## src/rtl/lycan_usb_bus_arbiter.sv

```systemverilog
// Half-duplex owner of the shared FT601-style USB FIFO bus. It alternates between
// draining the USB chip into the RX FIFO and draining the FWFT TX FIFO into the chip.
module lycan_usb_bus_arbiter #(
    parameter int unsigned MAX_BURST = 64,
    parameter int unsigned CNT_W     = 16
) (
    input  logic             clk,
    input  logic             rst_l,
    input  logic [31:0]      usb_data_i,
    input  logic [3:0]       usb_be_i,
    output logic [31:0]      usb_data_o,
    output logic [3:0]       usb_be_o,
    output logic             usb_bus_oe,
    input  logic             usb_rx_empty,
    input  logic             usb_tx_full,
    output logic             usb_outen_l,
    output logic             usb_rden_l,
    output logic             usb_wren_l,
    output logic [31:0]      rx_data,
    output logic [3:0]       rx_be,
    output logic             rx_wren,
    input  logic             rx_afull,
    input  logic [31:0]      tx_data,
    input  logic [3:0]       tx_be,
    input  logic             tx_empty,
    output logic             tx_rden,
    output logic             busy,
    output logic [CNT_W-1:0] rx_count,
    output logic [CNT_W-1:0] tx_count
);

    localparam int unsigned BURST_W = $clog2(MAX_BURST + 1);

    typedef enum logic [2:0] {
        S_IDLE,
        S_RX_OE,
        S_RX_READ,
        S_TX_WRITE,
        S_TURN
    } state_e;

    typedef enum logic {
        DIR_RX,
        DIR_TX
    } dir_e;

    state_e             state_q, state_d;
    dir_e               last_grant_q, last_grant_d;
    logic [BURST_W-1:0] burst_q, burst_d;
    logic [31:0]        rx_data_q;
    logic [3:0]         rx_be_q;
    logic               rx_wren_q;
    logic [CNT_W-1:0]   rx_count_q;
    logic [CNT_W-1:0]   tx_count_q;
    logic               outen_l_q;
    logic               busy_q;

    logic               rx_req;
    logic               tx_req;
    logic               rx_beat;
    logic               tx_beat;
    logic [BURST_W-1:0] burst_inc;
    logic               burst_last;

    assign rx_req     = !usb_rx_empty && !rx_afull;
    assign tx_req     = !tx_empty && !usb_tx_full;
    assign rx_beat    = (state_q == S_RX_READ) && rx_req;
    assign tx_beat    = (state_q == S_TX_WRITE) && tx_req;
    assign burst_inc  = burst_q + BURST_W'(1);
    assign burst_last = (burst_inc == BURST_W'(MAX_BURST));

    // Next-state, grant and burst bookkeeping; a burst ends on the first stall cycle.
    always_comb begin
        state_d      = state_q;
        last_grant_d = last_grant_q;
        burst_d      = burst_q;
        case (state_q)
            S_IDLE: begin
                burst_d = '0;
                if (rx_req && (!tx_req || (last_grant_q == DIR_TX))) begin
                    state_d      = S_RX_OE;
                    last_grant_d = DIR_RX;
                end else if (tx_req) begin
                    state_d      = S_TX_WRITE;
                    last_grant_d = DIR_TX;
                end
            end
            S_RX_OE: begin
                state_d = S_RX_READ;
            end
            S_RX_READ: begin
                if (!rx_req) begin
                    state_d = S_TURN;
                end else begin
                    burst_d = burst_inc;
                    if (burst_last) begin
                        state_d = S_TURN;
                    end
                end
            end
            S_TX_WRITE: begin
                if (!tx_req) begin
                    state_d = S_TURN;
                end else begin
                    burst_d = burst_inc;
                    if (burst_last) begin
                        state_d = S_TURN;
                    end
                end
            end
            S_TURN: begin
                state_d = S_IDLE;
            end
            default: begin
                state_d = S_IDLE;
            end
        endcase
    end

    always_ff @(posedge clk) begin
        if (!rst_l) begin
            state_q      <= S_IDLE;
            last_grant_q <= DIR_TX;
            burst_q      <= '0;
            rx_data_q    <= '0;
            rx_be_q      <= '0;
            rx_wren_q    <= 1'b0;
            rx_count_q   <= '0;
            tx_count_q   <= '0;
            outen_l_q    <= 1'b1;
            busy_q       <= 1'b0;
        end else begin
            state_q      <= state_d;
            last_grant_q <= last_grant_d;
            burst_q      <= burst_d;
            rx_wren_q    <= rx_beat;
            // Chip output enable follows the RX phases; never overlaps the TX bus drive.
            outen_l_q    <= !((state_d == S_RX_OE) || (state_d == S_RX_READ));
            busy_q       <= (state_d != S_IDLE);
            if (rx_beat) begin
                rx_data_q  <= usb_data_i;
                rx_be_q    <= usb_be_i;
                rx_count_q <= rx_count_q + CNT_W'(1);
            end
            if (tx_beat) begin
                tx_count_q <= tx_count_q + CNT_W'(1);
            end
        end
    end

    // Strobes are combinational so a request drop stops the transfer in the same cycle.
    assign usb_rden_l  = !rx_beat;
    assign usb_wren_l  = !tx_beat;
    assign tx_rden     = tx_beat;
    assign usb_bus_oe  = (state_q == S_TX_WRITE);
    assign usb_data_o  = usb_bus_oe ? tx_data : 32'd0;
    assign usb_be_o    = usb_bus_oe ? tx_be : 4'd0;

    assign usb_outen_l = outen_l_q;
    assign busy        = busy_q;
    assign rx_data     = rx_data_q;
    assign rx_be       = rx_be_q;
    assign rx_wren     = rx_wren_q;
    assign rx_count    = rx_count_q;
    assign tx_count    = tx_count_q;

endmodule

```

## config.mk

```make
export PLATFORM = sky130hd
export DESIGN_NAME = lycan_usb_bus_arbiter
export DESIGN_NICKNAME = d
export VERILOG_FILES = /design/src/rtl/lycan_usb_bus_arbiter.sv
export SDC_FILE = /design/constraint.sdc
export NUM_CORES = 1
export LEC_CHECK = 0
export CORE_MARGIN = 2
export CORE_UTILIZATION = 40
export DETAILED_ROUTE_END_ITERATION = 8
export MAX_ROUTING_LAYER = met4
export PLACE_DENSITY = 0.84
export SLEW_MARGIN = 20
export SYNTH_ARGS = -nofsm -noshare
export SYNTH_HDL_FRONTEND = slang
export SYNTH_SLANG_ARGS = --single-unit
```

## constraint.sdc

```tcl
create_clock -name clk -period 2.03 [get_ports clk]
set_input_delay 0.406 -clock clk [delete_from_list [all_inputs] [get_ports clk]]
set_output_delay 0.406 -clock clk [all_outputs]
set_load 0.01 [all_outputs]
```

==> reports/metrics.csv <==
stage;metric;value;unit
run_status;status;completed;
logic_synthesis;syn_area_per_cell;7.94;µm²
routing;routed_wl;11.5;mm
worst_setup_path;cp.required;1620;ps
global_routing;grt_pass1_vias;4028;
clock_tree;clock_path_buffers;2;
placed_design;portBuffers;188;
layout;design_area;6020;µm²
sta;setup_viol_count_final;0;
layout;drive_above_1_share;9.87;%
logic_synthesis;synth-main-ff-cell;dfxtp_1;
logic_synthesis;synth_nets;540;
layout;syn_to_final_growth;65.1;%
logic_synthesis;syn_area;3640;µm²
pwr;ir_drop;0.360;mV
worst_setup_path;end_kind;output port;
floorplan;coreArea;8760;µm²
floorplan;io_pins;189;
layout;fillers;695;
floorplan;dieHeight;99.4;µm
clock_tree;cts-htree-levels;3;
sta;rsz0062_at_grt;no;
routing;drtIter0Drc;117;
routing;vias;4069;
global_routing;grt_antenna_before_repair;0;
sta;fin_setup_tns;0;ps
placed_design;place_ws;-404;ps
layout;final_common_cell;clkdlybuf4s50_1;
job;drv_cap;0;
clock_tree;numCtsBuffers;9;
layout;nets;745;
placed_design;dpl_cell_area;5810;µm²
layout;layout.cells.non_filler;777;
logic_synthesis;synth_cell_types;49;
pwr;power;3.36;mW
sta;holdWs;457;ps
logic_synthesis;synth_edf_count;0;
routing;wire_per_inst;14.9;µm
worst_setup_path;start_kind;flop;
placed_design;post-place-cells;759;
floorplan;dieArea;9890;µm²
global_routing;grt-ovfl-total;0;
floorplan;die_w;99.4;µm
logic_synthesis;synth-compound-area-share;13.7;%
logic_synthesis;yosys.area_share.simple;30.6;%
routing;vias_per_cell;5.24;
sta;timing.final.ws_setup;66.5;ps
global_routing;grt_max_degree;44;
sta;hold_viol_final;0;
placed_design;place_hpwl;8.64;mm
sta;min_period;1960;ps
routing;drc;0;
hold_path;hold_path_class;flop to flop;
placed_design;gp_congestion;0.883;
logic_synthesis;yosysWarningCount;0;
floorplan;rows;34;
worst_setup_path;crit_fanout;18;
logic_synthesis;synth.area.mux_share;0;%
sta;worst_pin_slew;363;ps
logic_synthesis;synth_top_family_by_area;simple AND/OR/NAND/NOR gates;
logic_synthesis;synth_xor_area_share;5.53;%
layout;layout_common_cells;146 x clkdlybuf4s50_1, 95 x nand2_1, 81 x dfxtp_1, 52 x a21oi_1, 39 x and3_1;
worst_setup_path;path_class;flop to output port;
sta;slew_headroom;75.5;%
sta;finalClockSkew;11.7;ps
logic_synthesis;syn_inst;459;
worst_setup_path;cp.arrival;1560;ps
floorplan;start_util;41.6;%
clock_tree;clkTransAtPathRegs;80;ps
pwr;p_leak;2.39;nW
clock_tree;cts_hold_buf;0;
global_routing;grt_usage;23.8;%
clock_tree;cts.sinks;82;
sta;post-route-period-util;96.7;%
logic_synthesis;ys_async_sr_fraction;0;%
routing;dr.pass1.iters;4;
pwr;powerDensity;558;nW/µm²
layout;antenna-diode-count;0;
clock_tree;cts_tree;built;
logic_synthesis;ys_seq_area_share;45.1;%
clock_tree;root_buffer;clkbuf_8;
routing;antenna_left;0;
sta;fmaxAchievable;0.509;GHz
global_routing;grt_first_pass_wirelength;18.5;mm
logic_synthesis;yosys.area_share.adder;1.03;%
clock_tree;worstSkewPairLatency;350;ps
logic_synthesis;synth_seq_cells;82;
layout;final_util;68.7;%
sta;slew_viol_final;0;
[cell type report]
cell class | instances | area, µm² | share of cell area [%]
clock inverters | 5 | 62.6 | 1.04
clock buffers | 11 | 141 | 2.35
flip-flops and latches | 82 | 1640 | 27.3
repair buffers | 220 | 2130 | 35.3
multi-input cells | 339 | 1860 | 31.0
inverters | 12 | 45.0 | 0.749
well taps | 108 | 135 | 2.25
[synth_stat cells, types with 2 or more instances]
cell type | n | share of area (%)
a21boi_0 | 2 | 0.41
a21oi_1 | 52 | 7.1
and2_1 | 2 | 0.34
and3_1 | 39 | 6.7
buf_1 | 2 | 0.21
buf_2 | 2 | 0.27
clkbuf_1 | 20 | 2.1
dfxtp_1 | 82 | 45
ha_1 | 3 | 1.0
inv_1 | 11 | 1.1
nand2_1 | 95 | 9.8
nand3_1 | 10 | 1.4
nand4_1 | 7 | 1.2
nor2_1 | 36 | 3.7
nor2b_1 | 2 | 0.34
nor3_1 | 12 | 1.6
nor4_1 | 6 | 1.0
o2111a_1 | 2 | 0.62
o21a_1 | 4 | 0.82
o21ai_0 | 11 | 1.5
o22ai_1 | 2 | 0.34
or2_2 | 2 | 0.34
or3_1 | 8 | 1.4
xnor2_1 | 17 | 4.1
xor2_1 | 6 | 1.4
[cell families after synthesis]
family / Yosys count
simple gates: 228
compound gates: 85
flops: 82
buf+inv: 38
xor+xnor: 23
fa+ha+maj: 3
[where the power goes]
part           leakage (nW)  total, mW  switching (mW)  internal, mW
Sequential            0.663       1.66          0.0191          1.64
Combinational          1.64      0.502           0.208         0.294
Clock                0.0962       1.20           0.594         0.609
[path summary, 6_finish.rpt]
kind / from / depth (start not counted) / slack, ps / endpoint
worst max-delay path: state_q[1] / 4 / 70 / usb_data_o[22]
worst min-delay path: rx_data[31] / 2 / 460 / rx_data[31]
worst max register to register: state_q[2] / 7 / 130 / rx_count[5]
worst min register to register: rx_data[31] / 2 / 460 / rx_data[31]
[critical path, stage by stage, from the launching register on]
cell and delay [ps]:
dfxtp_1 340, nor2b_4 170, bufbuf_16 290, and3_1 170, clkdlybuf4s15_1 250
[what timing repair did]
action | 4_1_cts | 5_1_grt
gates resized for setup | 52 | 24
endpoints found under the setup margin | 44 | 17
buffers inserted | 1 | 0
cloned | 1 | 0
[flip-flops by register name, summed over array words and instances (netlist names)]
register,cells
rx_count,16
rx_be,4
burst_q,7
usb_outen_l,1
state_q,3
tx_count,16
busy,1
last_grant_q,1
rx_data,32
rx_wren,1
[routing by layer]
metal | GRT usage, % | vias up | wire length [µm]
met5 | - | - | 0
met4 | 13.0 | 0 | 355
met3 | 4.78 | 23 | 728
met2 | 42.0 | 166 | 6140
met1 | 24.9 | 1895 | 4310
li1 | - | 1985 | -
Power figures use the tool's default switching activity.
